File: config.mk
export PLATFORM = sky130hd
export DESIGN_NAME = display_scan_scheduler_flat
export DESIGN_NICKNAME = d
export VERILOG_FILES = /design/src/rtl/display_scan_scheduler_pkg.sv /design/src/rtl/display_scan_scheduler_if.sv /design/src/rtl/display_scan_scheduler_slot_timer.sv /design/src/rtl/display_scan_scheduler.sv /design/src/flat_wrapper.sv
export SDC_FILE = /design/constraint.sdc
export NUM_CORES = 1
export LEC_CHECK = 0
export ABC_CLOCK_PERIOD_IN_PS = 3060
export CAP_MARGIN = 20
export CORE_MARGIN = 4
export CORE_UTILIZATION = 50
export DETAILED_ROUTE_END_ITERATION = 7
export PLACE_DENSITY = 0.75
export SYNTH_ARGS = -nofsm -noshare
export SYNTH_HDL_FRONTEND = slang
export SYNTH_SLANG_ARGS = --single-unit
export TNS_END_PERCENT = 1
File: constraint.sdc
create_clock -name clk -period 3.06 [get_ports clk]
set_input_delay 0.765 -clock clk [delete_from_list [all_inputs] [get_ports clk]]
set_output_delay 0.765 -clock clk [all_outputs]
set_load 0.03 [all_outputs]
File: src/rtl/display_scan_scheduler_pkg.sv
// Shared definitions for the seven-segment scan scheduler: digit/segment
// geometry, the scan state encoding and small pattern/strobe helpers.
package display_pkg;

    localparam int NUM_DIGITS = 4;
    localparam int SEG_W      = 7;
    localparam int DIGIT_W    = 2;
    localparam int LOAD_W     = NUM_DIGITS * SEG_W;

    localparam logic [NUM_DIGITS-1:0] CTRL_ALL_OFF = 4'b1111;

    typedef enum logic {
        S_BLANK = 1'b0,
        S_ON    = 1'b1
    } scan_state_e;

    // Extract the 7-bit segment pattern of one digit from a packed frame.
    function automatic logic [SEG_W-1:0] digit_pattern(
        input logic [LOAD_W-1:0]  frame,
        input logic [DIGIT_W-1:0] idx
    );
        logic [SEG_W-1:0] pat;
        case (idx)
            2'd0:    pat = frame[6:0];
            2'd1:    pat = frame[13:7];
            2'd2:    pat = frame[20:14];
            2'd3:    pat = frame[27:21];
            default: pat = 7'h00;
        endcase
        return pat;
    endfunction

    // Active-low one-cold digit strobe for the selected digit.
    function automatic logic [NUM_DIGITS-1:0] digit_strobe(
        input logic [DIGIT_W-1:0] idx
    );
        logic [NUM_DIGITS-1:0] strobe;
        case (idx)
            2'd0:    strobe = 4'b1110;
            2'd1:    strobe = 4'b1101;
            2'd2:    strobe = 4'b1011;
            2'd3:    strobe = 4'b0111;
            default: strobe = CTRL_ALL_OFF;
        endcase
        return strobe;
    endfunction

endpackage

File: src/rtl/display_scan_scheduler_if.sv
// Load handshake between the digit encoders (master) and the scan
// scheduler (slave): four packed segment patterns with valid/ready.
interface display_scan_scheduler_if;

    logic                           load_valid;
    logic                           load_ready;
    logic [display_pkg::LOAD_W-1:0] load_data;

    modport master (
        output load_valid,
        output load_data,
        input  load_ready
    );

    modport slave (
        input  load_valid,
        input  load_data,
        output load_ready
    );

endinterface

File: src/rtl/display_scan_scheduler_slot_timer.sv
// Slot timer: counts the blank and on phases of each digit slot, steps the
// digit index 0..3 and flags the frame wrap (digit 3 -> digit 0). The wrap
// strobe is combinational so the top can swap buffers on the same edge that
// the timer re-enters the blank phase of digit 0.
module slot_timer
    import display_pkg::*;
#(
    parameter int SLOT_CYCLES  = 50000,
    parameter int BLANK_CYCLES = 500
) (
    input  logic               clk,
    input  logic               reset,
    output scan_state_e        state,
    output logic [DIGIT_W-1:0] digit,
    output logic               frame_wrap,
    output logic               frame_start
);

    localparam int CNT_W = (SLOT_CYCLES > 2) ? $clog2(SLOT_CYCLES) : 1;

    scan_state_e        state_r;
    logic [CNT_W-1:0]   slot_cnt_r;
    logic [DIGIT_W-1:0] digit_r;
    logic               frame_start_r;
    logic               blank_done_s;
    logic               on_done_s;
    logic               wrap_s;

    // Phase-end detection for the current state and the frame wrap strobe.
    always_comb begin
        blank_done_s = (state_r == S_BLANK) &&
                       (slot_cnt_r == CNT_W'(BLANK_CYCLES - 1));
        on_done_s    = (state_r == S_ON) &&
                       (slot_cnt_r == CNT_W'(SLOT_CYCLES - BLANK_CYCLES - 1));
        wrap_s       = on_done_s && (digit_r == DIGIT_W'(NUM_DIGITS - 1));
    end

    // Blank/on FSM with slot counter, digit stepping and frame pulse.
    always_ff @(posedge clk or negedge reset) begin
        if (!reset) begin
            state_r       <= S_BLANK;
            slot_cnt_r    <= '0;
            digit_r       <= '0;
            frame_start_r <= 1'b0;
        end else begin
            frame_start_r <= wrap_s;
            case (state_r)
                S_BLANK: begin
                    if (blank_done_s) begin
                        state_r    <= S_ON;
                        slot_cnt_r <= '0;
                    end else begin
                        slot_cnt_r <= slot_cnt_r + CNT_W'(1);
                    end
                end
                S_ON: begin
                    if (on_done_s) begin
                        state_r    <= S_BLANK;
                        slot_cnt_r <= '0;
                        digit_r    <= digit_r + DIGIT_W'(1);
                    end else begin
                        slot_cnt_r <= slot_cnt_r + CNT_W'(1);
                    end
                end
                default: begin
                    state_r    <= S_BLANK;
                    slot_cnt_r <= '0;
                end
            endcase
        end
    end

    assign state       = state_r;
    assign digit       = digit_r;
    assign frame_wrap  = wrap_s;
    assign frame_start = frame_start_r;

endmodule

File: src/rtl/display_scan_scheduler.sv
// Four-digit seven-segment scan scheduler. Accepts new patterns through a
// valid/ready handshake into a shadow buffer, promotes them to the active
// buffer only at frame boundaries, and drives registered segment/strobe
// pins with an anti-ghosting blank phase and PWM brightness per slot.
// Optional build macro: DISPLAY_DIGIT_MASK_EN adds a per-digit enable input
// sampled at frame boundaries.
module display_scan_scheduler
    import display_pkg::*;
#(
    parameter int SLOT_CYCLES  = 50000,
    parameter int BLANK_CYCLES = 500,
    parameter int BRIGHT_W     = 4
) (
    input  logic                      clk,
    input  logic                      reset,
    display_scan_scheduler_if.slave   load_if,
    input  logic [BRIGHT_W-1:0]       brightness,
`ifdef DISPLAY_DIGIT_MASK_EN
    input  logic [NUM_DIGITS-1:0]     digit_en,
`endif
    output logic [SEG_W-1:0]          seven_seg,
    output logic [NUM_DIGITS-1:0]     control,
    output logic                      frame_start
);

    scan_state_e           scan_state_s;
    logic [DIGIT_W-1:0]    digit_s;
    logic                  frame_wrap_s;
    logic                  frame_start_s;

    logic [LOAD_W-1:0]     shadow_r;
    logic [LOAD_W-1:0]     active_r;
    logic                  shadow_empty_r;
    logic [BRIGHT_W-1:0]   bright_r;
    logic [BRIGHT_W-1:0]   pwm_r;
    logic [SEG_W-1:0]      seven_seg_r;
    logic [NUM_DIGITS-1:0] control_r;

    logic                  accept_s;
    logic                  en_s;
    logic                  lit_s;

    slot_timer #(
        .SLOT_CYCLES  (SLOT_CYCLES),
        .BLANK_CYCLES (BLANK_CYCLES)
    ) u_slot_timer (
        .clk         (clk),
        .reset       (reset),
        .state       (scan_state_s),
        .digit       (digit_s),
        .frame_wrap  (frame_wrap_s),
        .frame_start (frame_start_s)
    );

`ifdef DISPLAY_DIGIT_MASK_EN
    logic [NUM_DIGITS-1:0] en_r;

    // Digit enables are frame-stable: sampled only at the frame boundary.
    always_ff @(posedge clk or negedge reset) begin
        if (!reset) begin
            en_r <= 4'b1111;
        end else if (frame_wrap_s) begin
            en_r <= digit_en;
        end else begin
            en_r <= en_r;
        end
    end

    assign en_s = en_r[digit_s];
`else
    assign en_s = 1'b1;
`endif

    // Handshake acceptance and pixel-on decision for the current cycle.
    always_comb begin
        accept_s = load_if.load_valid && shadow_empty_r;
        lit_s    = (scan_state_s == S_ON) && (pwm_r < bright_r) && en_s;
    end

    // Shadow/active double buffer. An accept and a swap never coincide: an
    // accept needs an empty shadow, a swap needs a full one, so data taken
    // on the boundary edge waits in the shadow for the following frame.
    always_ff @(posedge clk or negedge reset) begin
        if (!reset) begin
            shadow_r       <= '0;
            active_r       <= '0;
            shadow_empty_r <= 1'b1;
        end else if (accept_s) begin
            shadow_r       <= load_if.load_data;
            shadow_empty_r <= 1'b0;
        end else if (frame_wrap_s && !shadow_empty_r) begin
            active_r       <= shadow_r;
            shadow_empty_r <= 1'b1;
        end else begin
            shadow_r       <= shadow_r;
            shadow_empty_r <= shadow_empty_r;
        end
    end

    // Brightness is frame-stable: latched only at the frame boundary.
    always_ff @(posedge clk or negedge reset) begin
        if (!reset) begin
            bright_r <= '0;
        end else if (frame_wrap_s) begin
            bright_r <= brightness;
        end else begin
            bright_r <= bright_r;
        end
    end

    // PWM counter restarts at zero on every on-phase entry and wraps freely.
    always_ff @(posedge clk or negedge reset) begin
        if (!reset) begin
            pwm_r <= '0;
        end else if (scan_state_s == S_ON) begin
            pwm_r <= pwm_r + BRIGHT_W'(1);
        end else begin
            pwm_r <= '0;
        end
    end

    // Registered pin drivers: one cycle behind the FSM/PWM decision.
    always_ff @(posedge clk or negedge reset) begin
        if (!reset) begin
            seven_seg_r <= 7'h00;
            control_r   <= CTRL_ALL_OFF;
        end else if (lit_s) begin
            seven_seg_r <= digit_pattern(active_r, digit_s);
            control_r   <= digit_strobe(digit_s);
        end else begin
            seven_seg_r <= 7'h00;
            control_r   <= CTRL_ALL_OFF;
        end
    end

    assign load_if.load_ready = shadow_empty_r;
    assign seven_seg          = seven_seg_r;
    assign control            = control_r;
    assign frame_start        = frame_start_s;

endmodule

File: src/flat_wrapper.sv
// flat-port wrapper written by rule: the top's interface ports become plain ports
module display_scan_scheduler_flat import display_pkg::*;
#(
    parameter int SLOT_CYCLES  = 50000,
    parameter int BLANK_CYCLES = 500,
    parameter int BRIGHT_W     = 4
)
  (clk, reset, brightness, seven_seg, control, frame_start, load_if_load_valid, load_if_load_data, load_if_load_ready);
  display_scan_scheduler_if load_if_i ();
  input  logic clk;
  input  logic reset;
  input  logic [BRIGHT_W-1:0] brightness;
  output logic [SEG_W-1:0] seven_seg;
  output logic [NUM_DIGITS-1:0] control;
  output logic frame_start;
  input wire logic [$bits(load_if_i.load_valid)-1:0] load_if_load_valid;
  input wire logic [$bits(load_if_i.load_data)-1:0] load_if_load_data;
  output wire logic [$bits(load_if_i.load_ready)-1:0] load_if_load_ready;
  assign load_if_i.load_valid = load_if_load_valid;
  assign load_if_i.load_data = load_if_load_data;
  assign load_if_load_ready = load_if_i.load_ready;
  display_scan_scheduler #(.SLOT_CYCLES(SLOT_CYCLES), .BLANK_CYCLES(BLANK_CYCLES), .BRIGHT_W(BRIGHT_W)) u_core (.clk(clk), .reset(reset), .load_if(load_if_i), .brightness(brightness), .seven_seg(seven_seg), .control(control), .frame_start(frame_start));
endmodule
==> impl_metrics.json <==
{
  "status": "completed",
  "final_core_util": 0.6217,
  "die_w_um": 98.72,
  "htreeDepth": 3,
  "drc": 0,
  "path_cells": "clkdlybuf4s50_1",
  "synthCells": 313,
  "diodes": 0,
  "cp_top_family": "buffers and inverters",
  "dpl_cell_area_sq_um": 4651,
  "slew_headroom": 0.5768,
  "path_buf_inv": 1,
  "yosysWarnings": 0,
  "ctsResizeCount": 0,
  "start_kind": "register",
  "synth_fp_nets": 357,
  "ys_ff_latch": 96,
  "die_h_um": 98.72,
  "wire_per_inst_um": 15.47,
  "synth_seq_area_share": 0.5853,
  "postCtsHoldBufs": 0,
  "gp_routability_congestion": 0.8694,
  "io_pins": 48,
  "synthAdderAreaFrac": 0.02736,
  "finalSetupTns_ns": 0,
  "row_count": 32,
  "final_area_sq_um": 4878,
  "routed-via-count": 2427,
  "antenna_found_initial": 0,
  "crit_fanout": 3,
  "dp_hpwl_mm": 4.986,
  "regToRegSetupSlack_ns": 0.93,
  "area_growth_pct": 18.55,
  "reg2regPathDepth": 6,
  "totalWireLength_mm": 7.192,
  "synth-simple-area-share": 0.09577,
  "grt_usage": 0.1575,
  "initial_core_util": 0.5244,
  "ir_drop_v": 0.0002052,
  "finalSetupViolCount": 0,
  "tightest_slew_ns": 0.6334,
  "fmax_mhz": 428.2,
  "synth_compound_area_frac": 0.05382,
  "clk_path_buf_depth": 2,
  "grt_first_pass_wirelength_mm": 12.33,
  "crit_arrival_ns": 1.57,
  "synthMuxAreaShare": 0.1724,
  "slew_viol_final": 0,
  "critPathMaxStageDelay_ns": 0.67,
  "required_ns": 2.29,
  "clockRootBuffer": "clkbuf_8",
  "portBuffers": 47,
  "power_density_nw_per_um2": 488.1,
  "p_leak_nw": 2.297,
  "post_synth_num_cell_types": 35,
  "drive_gt1_frac": 0.2452,
  "worstSetupPathType": "reg2out",
  "via_per_inst": 5.219,
  "postRouteAntennaNets": 0,
  "finClkSkew_ns": 0.009530,
  "end_kind": "output pin",
  "grt_max_degree": 82,
  "syn_avg_cell_area_sq_um": 13.15,
  "regToRegEndpoint": "u_core.active_r[24]$_DFFE_PN0P_",
  "regToRegStartpoint": "u_core.u_slot_timer.slot_cnt_r[0]$_DFF_PN0_",
  "grt-ovfl-total": 0,
  "slowest_stage": "clkdlybuf4s50_1",
  "synth_xor_area_frac": 0.03405,
  "finalPower_mw": 2.381,
  "clk_pin_slew_ns": 0.09,
  "synth_top_family_by_area": "multiplexers",
  "maxCapViolations": 0,
  "insertion_delay_ns": 0.35,
  "hold_violations": 0,
  "hold_class": "in2async",
  "drtPass1Iterations": 5,
  "drt_first_iter_violations": 102,
  "die_area_sq_um": 9746,
  "grt_pass1_vias": 2492,
  "core-area_sq_um": 7848,
  "rsz0062_at_grt": "no",
  "synth_area_sq_um": 4115,
  "post-cts-setup-buffers": 0,
  "period_share": 0.7632,
  "cts_tree": "yes",
  "cts_sinks": 96,
  "cts_buffers": 9,
  "finalNetCount": 403,
  "fin_crit_ns": 2.335
}
[sequential cells by signal, summed over array words and instances, names as in the netlist]
register                         flops
u_core.u_slot_timer.digit            2
u_core.u_slot_timer.state            1
u_core.control                       4
u_core.seven_seg                     7
u_core.shadow_r                     28
u_core.u_slot_timer.slot_cnt_r      16
u_core.bright_r                      4
u_core.pwm_r                         4
u_core.active_r                     28
u_core.u_slot_timer.frame_start      1
u_core.load_if.load_ready            1
[cells in the mapped netlist]
library cell  count  area [sq um]
a21o_1            7         52.55
a21oi_1           8         40.04
a222oi_1          7         70.07
a22o_1            1         8.760
and2_1            5         31.28
and3_1            1         6.260
and4_1            3         26.28
and4bb_1          1         12.51
buf_2             1         5.000
buf_4             3         22.52
buf_6             2         22.52
buf_8             1         15.01
clkbuf_1          8         30.03
dfrtp_1          91          2277
dfstp_2           5         131.4
ha_1              9         112.6
inv_1             9         33.78
mux2_2           51         574.3
mux2_4            9         135.1
nand2_1          26         97.59
nand2b_1          1         6.260
nand3_1           5         25.02
nand3_2           1         10.01
nand4_1           5         31.28
nor2_1           16         60.06
nor2b_1           2         12.51
nor3_1            2         10.01
nor4_1            1         6.260
nor4b_2           2         30.03
o21ai_0          10         50.05
or2_2             1         6.260
or3_1             2         12.51
or4b_2            1         10.01
xnor2_1           8         70.07
xor2_1            8         70.07
[power by group]
group	switching, mW	total (mW)	leakage [nW]	internal [mW]
sequential	0.0248	1.34	1.26	1.31
combinational	0.0434	0.118	0.929	0.0750
clock	0.421	0.925	0.112	0.504
[metrics by stage]
step                std cells  hold slack, ns  worst slack (ns)
finish                    465          0.2643            0.7246
CTS                       465          0.2583            0.7013
floorplan                 313          0.4430             1.176
global placement          450          0.4641            0.9756
global route              465          0.2495            0.6531
detailed placement        450          0.4770            0.9569
[worst max path at each step]
stage                                                 from                               to  slack (ns)  depth (start not counted)
6_report             u_core.load_if.load_ready$_DFFE_PN1P_               load_if_load_ready        0.72                          1
5_1_grt              u_core.load_if.load_ready$_DFFE_PN1P_               load_if_load_ready        0.65                          1
2_1_floorplan  u_core.u_slot_timer.slot_cnt_r[0]$_DFF_PN0_   u_core.active_r[0]$_DFFE_PN0P_        1.18                          8
3_3_place_gp   u_core.u_slot_timer.slot_cnt_r[0]$_DFF_PN0_  u_core.active_r[24]$_DFFE_PN0P_        0.98                          6
4_1_cts              u_core.load_if.load_ready$_DFFE_PN1P_               load_if_load_ready        0.70                          1
3_5_place_dp   u_core.u_slot_timer.slot_cnt_r[0]$_DFF_PN0_  u_core.active_r[26]$_DFFE_PN0P_        0.96                          6
[cell usage in the layout (no fill, tap or decap), drive strengths merged, types with 2 or more instances in the layout]
cell	netlist	layout
a21o	7	7
nand3	6	6
nor2	16	16
and2	5	5
nor3	2	2
bufinv	0	2
nand2	26	26
nor2b	2	2
ha	9	9
nand4	5	5
clkbuf	8	11
inv	9	10
a21oi	8	8
buf	7	4
mux2	60	60
xor2	8	8
xnor2	8	8
o21ai	10	10
dfrtp	91	91
clkdlybuf4s50	0	46
nor4b	2	2
or3	2	2
a222oi	7	7
dfstp	5	5
and4	3	3
[worst reg2reg max path: stages, from the launching register on]
cell	delay, ns
dfrtp_1	0.39
ha_1	0.28
nor4b_2	0.24
and4_1	0.37
nand3_2	0.10
buf_4	0.29
mux2_4	0.35
[per-layer routing]
| metal | track usage | share of wire |
|---|---|---|
| met1 | 0.2270 | 0.49 |
| met2 | 0.2283 | 0.45 |
| met3 | 0.03892 | 0.043 |
| met4 | 0.06618 | 0.020 |
| met5 | 0 | 0 |
[logic make-up (layout without fill, tap and decap cells)]
| family | Yosys count | after routing |
|---|---|---|
| fa+ha+maj | 9 | 9 |
| flops | 96 | 96 |
| compound gates | 33 | 33 |
| buf+inv | 24 | 74 |
| xor+xnor | 16 | 16 |
| simple gates | 75 | 75 |
| mux | 60 | 60 |
[cell type report]
cell class	instances	area, sq um
Clock buffer	11	151.4
Clock inverter	4	76.32
Fill cell	638	2969
Inverter	9	33.78
Multi-Input combinational cell	193	1578
Sequential cell	96	2409
Tap cell	102	127.6
Timing Repair Buffer	50	503.0
Power figures use the tool's default switching activity.
